===== config.mk =====
export PLATFORM = sky130hd
export DESIGN_NAME = boa_csr_arbiter_flat
export DESIGN_NICKNAME = d
export VERILOG_FILES = /design/src/rtl/boa_csr_arbiter_if.sv /design/src/rtl/boa_csr_arbiter.sv /design/src/flat_wrapper.sv
export SDC_FILE = /design/constraint.sdc
export NUM_CORES = 1
export LEC_CHECK = 0
export ABC_AREA = 1
export ABC_CLOCK_PERIOD_IN_PS = 1600
export BUFFER_PORTS_ARGS = -buffer_cell sky130_fd_sc_hd__buf_2
export CAP_MARGIN = 20
export CORE_MARGIN = 2
export CORE_UTILIZATION = 45
export DETAILED_ROUTE_END_ITERATION = 8
export PLACE_DENSITY_LB_ADDON = 0.05
export SYNTH_ARGS = -nofsm -noshare
export SYNTH_HDL_FRONTEND = slang
export SYNTH_SLANG_ARGS = --single-unit

===== constraint.sdc =====
create_clock -name clk -period 1.6 [get_ports clk]
set_input_delay 0.16 -clock clk [delete_from_list [all_inputs] [get_ports clk]]
set_output_delay 0.16 -clock clk [all_outputs]
set_load 0.05 [all_outputs]

===== src/rtl/boa_csr_arbiter_if.sv =====
// boa_csr_arbiter_if: requester and CSR-bus signal bundle for boa_csr_arbiter.
// The slave modport is the arbiter's view; the master modport drives it.
interface boa_csr_arbiter_if;
    logic [1:0]  cur_priv;
    logic [1:0]  req;
    logic [11:0] req_addr0;
    logic [11:0] req_addr1;
    logic [1:0]  req_wmode0;
    logic [1:0]  req_wmode1;
    logic [31:0] req_wmask0;
    logic [31:0] req_wmask1;
    logic [1:0]  gnt;
    logic [1:0]  rsp_valid;
    logic [31:0] rsp_rdata;
    logic        rsp_err;
    logic [11:0] csr_addr;
    logic        csr_we;
    logic [31:0] csr_wdata;
    logic        csr_exists;
    logic        csr_rdonly;
    logic [1:0]  csr_priv;
    logic [31:0] csr_rdata;

    modport slave (
        input  cur_priv, req,
        input  req_addr0, req_addr1,
        input  req_wmode0, req_wmode1,
        input  req_wmask0, req_wmask1,
        output gnt, rsp_valid, rsp_rdata, rsp_err,
        output csr_addr, csr_we, csr_wdata,
        input  csr_exists, csr_rdonly, csr_priv, csr_rdata
    );

    modport master (
        output cur_priv, req,
        output req_addr0, req_addr1,
        output req_wmode0, req_wmode1,
        output req_wmask0, req_wmask1,
        input  gnt, rsp_valid, rsp_rdata, rsp_err,
        input  csr_addr, csr_we, csr_wdata,
        output csr_exists, csr_rdonly, csr_priv, csr_rdata
    );
endinterface


===== src/rtl/boa_csr_arbiter.sv =====
// boa_csr_arbiter: two-requester CSR bus arbiter with read/modify/write sequencing.
// Requester 1 (debug port) is only live when BOA_CSR_ARB_DEBUG_EN is defined.
module boa_csr_arbiter #(
    parameter int         FIXED_PRIO = 0,
    parameter logic [1:0] DBG_PRIV   = 2'b11
) (
    input  logic              clk,
    input  logic              rst,
    boa_csr_arbiter_if.slave  bus
);

    typedef enum logic [1:0] {
        IDLE,
        READ,
        WRITE,
        RESP
    } state_e;

    state_e      state_q, state_d;
    logic        id_q, id_d;
    logic        last_q, last_d;
    logic [11:0] addr_q, addr_d;
    logic [1:0]  wmode_q, wmode_d;
    logic [31:0] wmask_q, wmask_d;
    logic [1:0]  priv_q, priv_d;
    logic [31:0] rdata_q, rdata_d;
    logic        err_q, err_d;

    logic [1:0]  req_eff;
    logic        win;
    logic [1:0]  gnt;
    logic [1:0]  rsp_valid;
    logic [31:0] rsp_rdata;
    logic        rsp_err;
    logic        csr_we;
    logic [31:0] csr_wdata;

`ifdef BOA_CSR_ARB_DEBUG_EN
    assign req_eff = bus.req;
`else
    logic unused_req1;
    assign req_eff     = {1'b0, bus.req[0]};
    assign unused_req1 = bus.req[1];
`endif

    // last_q holds the id granted most recently; the other one wins a tie
    always_comb begin
        case (req_eff)
            2'b10:   win = 1'b1;
            2'b11:   win = (FIXED_PRIO != 0) ? 1'b0 : ~last_q;
            default: win = 1'b0;
        endcase
    end

    always_comb begin
        state_d   = state_q;
        id_d      = id_q;
        last_d    = last_q;
        addr_d    = addr_q;
        wmode_d   = wmode_q;
        wmask_d   = wmask_q;
        priv_d    = priv_q;
        rdata_d   = rdata_q;
        err_d     = err_q;
        gnt       = 2'b00;
        rsp_valid = 2'b00;
        rsp_rdata = 32'h0;
        rsp_err   = 1'b0;
        csr_we    = 1'b0;
        csr_wdata = 32'h0;
        unique case (state_q)
            IDLE: begin
                if (!rst && req_eff != 2'b00) begin
                    gnt     = win ? 2'b10 : 2'b01;
                    id_d    = win;
                    last_d  = win;
                    addr_d  = win ? bus.req_addr1  : bus.req_addr0;
                    wmode_d = win ? bus.req_wmode1 : bus.req_wmode0;
                    wmask_d = win ? bus.req_wmask1 : bus.req_wmask0;
                    priv_d  = win ? DBG_PRIV       : bus.cur_priv;
                    state_d = READ;
                end
            end
            READ: begin
                rdata_d = bus.csr_rdata;
                err_d   = !bus.csr_exists
                        | (bus.csr_priv > priv_q)
                        | ((wmode_q != 2'b00) & bus.csr_rdonly);
                state_d = (wmode_q == 2'b00 || err_d) ? RESP : WRITE;
            end
            WRITE: begin
                csr_we = 1'b1;
                case (wmode_q)
                    2'b01:   csr_wdata = wmask_q;
                    2'b10:   csr_wdata = rdata_q | wmask_q;
                    2'b11:   csr_wdata = rdata_q & ~wmask_q;
                    default: csr_wdata = 32'h0;
                endcase
                state_d = RESP;
            end
            RESP: begin
                rsp_valid = id_q ? 2'b10 : 2'b01;
                rsp_err   = err_q;
                rsp_rdata = err_q ? 32'h0 : rdata_q;
                state_d   = IDLE;
            end
            default: state_d = IDLE;
        endcase
    end

    always_ff @(posedge clk) begin
        if (rst) begin
            state_q <= IDLE;
            id_q    <= 1'b0;
            last_q  <= 1'b1;
            addr_q  <= 12'h0;
            wmode_q <= 2'b00;
            wmask_q <= 32'h0;
            priv_q  <= 2'b00;
            rdata_q <= 32'h0;
            err_q   <= 1'b0;
        end else begin
            state_q <= state_d;
            id_q    <= id_d;
            last_q  <= last_d;
            addr_q  <= addr_d;
            wmode_q <= wmode_d;
            wmask_q <= wmask_d;
            priv_q  <= priv_d;
            rdata_q <= rdata_d;
            err_q   <= err_d;
        end
    end

    assign bus.gnt       = gnt;
    assign bus.rsp_valid = rsp_valid;
    assign bus.rsp_rdata = rsp_rdata;
    assign bus.rsp_err   = rsp_err;
    assign bus.csr_addr  = addr_q;
    assign bus.csr_we    = csr_we;
    assign bus.csr_wdata = csr_wdata;

endmodule


===== src/flat_wrapper.sv =====
// flat-port wrapper written by rule: the top's interface ports become plain ports
module boa_csr_arbiter_flat 
#(
    parameter int         FIXED_PRIO = 0,
    parameter logic [1:0] DBG_PRIV   = 2'b11
)
  (clk, rst, bus_cur_priv, bus_req, bus_req_addr0, bus_req_addr1, bus_req_wmode0, bus_req_wmode1, bus_req_wmask0, bus_req_wmask1, bus_gnt, bus_rsp_valid, bus_rsp_rdata, bus_rsp_err, bus_csr_addr, bus_csr_we, bus_csr_wdata, bus_csr_exists, bus_csr_rdonly, bus_csr_priv, bus_csr_rdata);
  boa_csr_arbiter_if bus_i ();
  input  logic clk;
  input  logic rst;
  input wire logic [$bits(bus_i.cur_priv)-1:0] bus_cur_priv;
  input wire logic [$bits(bus_i.req)-1:0] bus_req;
  input wire logic [$bits(bus_i.req_addr0)-1:0] bus_req_addr0;
  input wire logic [$bits(bus_i.req_addr1)-1:0] bus_req_addr1;
  input wire logic [$bits(bus_i.req_wmode0)-1:0] bus_req_wmode0;
  input wire logic [$bits(bus_i.req_wmode1)-1:0] bus_req_wmode1;
  input wire logic [$bits(bus_i.req_wmask0)-1:0] bus_req_wmask0;
  input wire logic [$bits(bus_i.req_wmask1)-1:0] bus_req_wmask1;
  output wire logic [$bits(bus_i.gnt)-1:0] bus_gnt;
  output wire logic [$bits(bus_i.rsp_valid)-1:0] bus_rsp_valid;
  output wire logic [$bits(bus_i.rsp_rdata)-1:0] bus_rsp_rdata;
  output wire logic [$bits(bus_i.rsp_err)-1:0] bus_rsp_err;
  output wire logic [$bits(bus_i.csr_addr)-1:0] bus_csr_addr;
  output wire logic [$bits(bus_i.csr_we)-1:0] bus_csr_we;
  output wire logic [$bits(bus_i.csr_wdata)-1:0] bus_csr_wdata;
  input wire logic [$bits(bus_i.csr_exists)-1:0] bus_csr_exists;
  input wire logic [$bits(bus_i.csr_rdonly)-1:0] bus_csr_rdonly;
  input wire logic [$bits(bus_i.csr_priv)-1:0] bus_csr_priv;
  input wire logic [$bits(bus_i.csr_rdata)-1:0] bus_csr_rdata;
  assign bus_i.cur_priv = bus_cur_priv;
  assign bus_i.req = bus_req;
  assign bus_i.req_addr0 = bus_req_addr0;
  assign bus_i.req_addr1 = bus_req_addr1;
  assign bus_i.req_wmode0 = bus_req_wmode0;
  assign bus_i.req_wmode1 = bus_req_wmode1;
  assign bus_i.req_wmask0 = bus_req_wmask0;
  assign bus_i.req_wmask1 = bus_req_wmask1;
  assign bus_gnt = bus_i.gnt;
  assign bus_rsp_valid = bus_i.rsp_valid;
  assign bus_rsp_rdata = bus_i.rsp_rdata;
  assign bus_rsp_err = bus_i.rsp_err;
  assign bus_csr_addr = bus_i.csr_addr;
  assign bus_csr_we = bus_i.csr_we;
  assign bus_csr_wdata = bus_i.csr_wdata;
  assign bus_i.csr_exists = bus_csr_exists;
  assign bus_i.csr_rdonly = bus_csr_rdonly;
  assign bus_i.csr_priv = bus_csr_priv;
  assign bus_i.csr_rdata = bus_csr_rdata;
  boa_csr_arbiter #(.FIXED_PRIO(FIXED_PRIO), .DBG_PRIV(DBG_PRIV)) u_core (.clk(clk), .rst(rst), .bus(bus_i));
endmodule

==> results.py <==
metrics = {
    "status": {
        "outcome": "finished, violations left",
        "violations": "setup timing",
    },
    "drt": {
        "initialDrtViolationCount": 157,
        "routed_wl_mm": 14.5,
        "wl_per_cell_um": 16.4,
        "drt_first_pass_iters": 5,
        "num_vias": 4686,
        "postRouteAntennaNets": 0,
        "drc_errors": 0,
        "viasPerCell": 5.31,
    },
    "pwr": {
        "power.total_mw": 8.44,
        "ir_drop_mv": 0.670,
        "switching_share_pct": 43.6,
        "p_leak_nw": 3.00,
        "combPwrFrac_pct": 43.3,
        "pwr-share-seq_pct": 39.2,
        "power.net_switching_mw": 3.68,
        "pwr-share-clk_pct": 17.5,
        "pwr_density_cell_nw_per_um2": 1200,
        "p_int_mw": 4.76,
    },
    "setup_path": {
        "critical_path_class": "register to output port",
        "end_kind": "output port",
        "rr_endpoint": "u_core.wmask_q[25]",
        "start_kind": "register",
        "timing.rr.start": "u_core.state_q[0]",
        "crit_start": "u_core.state_q[0]",
        "critPathMaxFanout": 6,
        "critPathRequiredTime_ps": 1440,
        "worst-endpoint-arrival_ps": 1610,
        "r2r_slack_ps": 70,
        "worstRegToRegCells": 7,
        "critPathCapture": "bus_rsp_rdata[28]",
    },
    "grt": {
        "grt_pass1_vias": 4522,
        "grt_antenna_before_repair": 0,
        "grtUsageTotal_pct": 28.0,
        "grt_pass1_wl_mm": 21.6,
        "grt_max_degree": 39,
        "globalRoute.totalOverflow": 0,
    },
    "timing": {
        "finalClockSkew_ps": 7.08,
        "worst_hold_slack_ps": 7.21,
        "setup_viol": 66,
        "period_share_pct": 111,
        "drv_slew": 0,
        "fin_tns_setup_ps": -7640,
        "rsz0062_at_grt": "yes",
        "hold_violations": 0,
        "period_needed_ps": 1770,
        "max_freq_mhz": 565,
        "setup_slack_ps": -169,
    },
    "yosys": {
        "synth_seq_cells": 83,
        "yosysWarningCount": 0,
        "ys_seq_area_share_pct": 42.4,
        "synth_top_area_cell": "dfxtp_1",
        "avgSynthCellArea_um2": 6.82,
        "yosys.cell_count.top_type": "nor2_1",
        "synth-edff-count": 0,
        "synth_area_um2": 3920,
        "synth.top_cell.area_share_pct": 42.4,
        "synth_ff_type": "dfxtp_1",
        "synthTopCellsByCount": "nor2_1, nand2_1, dfxtp_1",
        "synth-async-reset-ratio_pct": 0,
        "synth_cell_types": 19,
        "netlist_instances": 574,
        "synth_area_leaders": "dfxtp_1, nor2_1, nand2_1, o31ai_1, o21ai_0",
    },
    "placed_design": {
        "hpwl_mm": 8.15,
        "dp_cells": 822,
        "place_congestion": 0.827,
        "dpl-instance-area_um2": 5460,
        "numPortBuffers": 166,
    },
    "final_layout": {
        "n_antenna_cell": 0,
        "area_delta_synth_final_pct": 79.6,
        "drive_gt1_share_pct": 43.5,
        "fillers": 555,
        "design_area_um2": 7030,
        "num-nets-final": 909,
        "fin_cells": 882,
    },
    "floorplan": {
        "die_h_um": 97.3,
        "io_pins": 216,
        "row_count": 34,
        "die-area_um2": 9470,
        "core_um2": 8590,
        "start_util_pct": 45.6,
        "dieWidth_um": 97.3,
    },
    "clocking": {
        "htreeDepth": 3,
        "cts_sinks": 83,
        "cts_tree": "built",
        "worstSkewPairLatency_ps": 350,
        "cts_max_path_buffers": 2,
        "cts-root-buf": "clkbuf_8",
        "clk_pin_slew_ps": 80,
        "cts_made_buffers": 9,
    },
    "hold_path": {
        "hp-class": "primary input to register",
    },
    "job": {
        "maxCapViolations": 0,
    },
}
-- sequential cells by signal (all words and copies together) (netlist names) --
signal / cells
u_core.err_q: 1
u_core.priv_q: 2
u_core.wmask_q: 32
u_core.rdata_q: 32
u_core.wmode_q: 2
u_core.state_q: 2
u_core.bus.csr_addr: 12
-- metrics by stage --
stage	util, %	setup WS (ps)
floorplan	-	14.5
global placement	63.5	108
detailed placement	63.5	81.5
CTS	75.9	-181
global route	81.9	-217
finish	81.9	-169
-- power by group through the flow --
stage,clock network [mW],registers (mW),logic (mW)
floorplan,0,3.30,2.03
global placement,0,3.18,2.81
detailed placement,0,3.22,2.89
CTS,1.50,3.19,3.24
global route,1.59,3.37,3.94
finish,1.48,3.31,3.66
-- layout make-up --
class / instances / area (um2) / area share (%)
sequential: 83 / 1680 / 23.9
clock inverter: 3 / 20.0 / 0.285
multi-input combinational: 399 / 2670 / 38.0
clock buffer: 13 / 170 / 2.42
inverter: 46 / 178 / 2.53
timing repair buffer: 230 / 2180 / 31.0
tap: 108 / 135 / 1.92
-- cells in the final DEF (no fill, tap or decap), types with 2 or more instances in the layout --
cell type	n
o31ai_2	7
buf_4	18
inv_4	2
a21oi_1	25
o31ai_1	25
conb_1	2
clkbuf_16	8
clkinvlp_4	2
ha_1	3
nand2_1	89
o21ai_0	48
buf_12	7
nand2_4	13
buf_8	26
nor2_1	88
a21oi_4	10
nor2_4	32
dlygate4sd3_1	20
nor3_4	22
nand3_1	13
buf_6	50
buf_16	3
buf_2	99
dfxtp_4	4
nand2_2	14
inv_1	43
ha_4	3
clkbuf_1	2
dfxtp_1	78
clkbuf_8	10
-- logic make-up after synthesis --
group	count (synthesis)	synth area share, %
AND/OR/NAND/NOR	274	27.4
AO/OA/AOI/OAI	117	17.1
buffers and inverters	93	11.0
flip-flops	83	42.4
adder cells (fa/ha/maj)	6	1.92
other	1	0.0958
-- repair_timing --
| action | CTS | global route |
|---|---|---|
| hold buffers | 20 | 0 |
| pin swaps | 6 | 24 |
| hold endpoints to repair | 20 | 0 |
| setup buffers | 8 | 6 |
| cloned | 3 | 8 |
| endpoints found under the setup margin | 67 | 74 |
| gates resized for setup | 169 | 76 |
-- routing by layer --
metal	vias to the layer above	share of wire, %	track usage [%]
met5	-	0	0
met4	0	1.5	8.87
met3	21	7.2	4.75
met2	205	53	50.1
met1	2228	39	34.2
li1	2232	-	-
-- worst min-delay path by stage --
stage                        from                     end  slack, ps  depth (start not counted)
3_5_place_dp    bus_req_wmask0[5]       u_core.wmask_q[5]        360                          3
4_1_cts          bus_req_addr0[5]  u_core.bus.csr_addr[5]        0.1                          3
5_1_grt        bus_req_wmask0[17]      u_core.wmask_q[17]        0.3                          3
3_3_place_gp    bus_req_wmask0[9]       u_core.wmask_q[9]        360                          3
2_1_floorplan     bus_cur_priv[1]        u_core.priv_q[1]        270                          2
6_report         bus_req_addr0[5]  u_core.bus.csr_addr[5]          7                          3
-- critical path, stage by stage, from the launching register on --
cell and delay [ps]:
dfxtp_4 380, buf_6 110, ha_4 230, buf_8 180, nand2_4 70, nor2_4 140
buf_8 160
No activity file was read; power rests on OpenSTA's default activity.
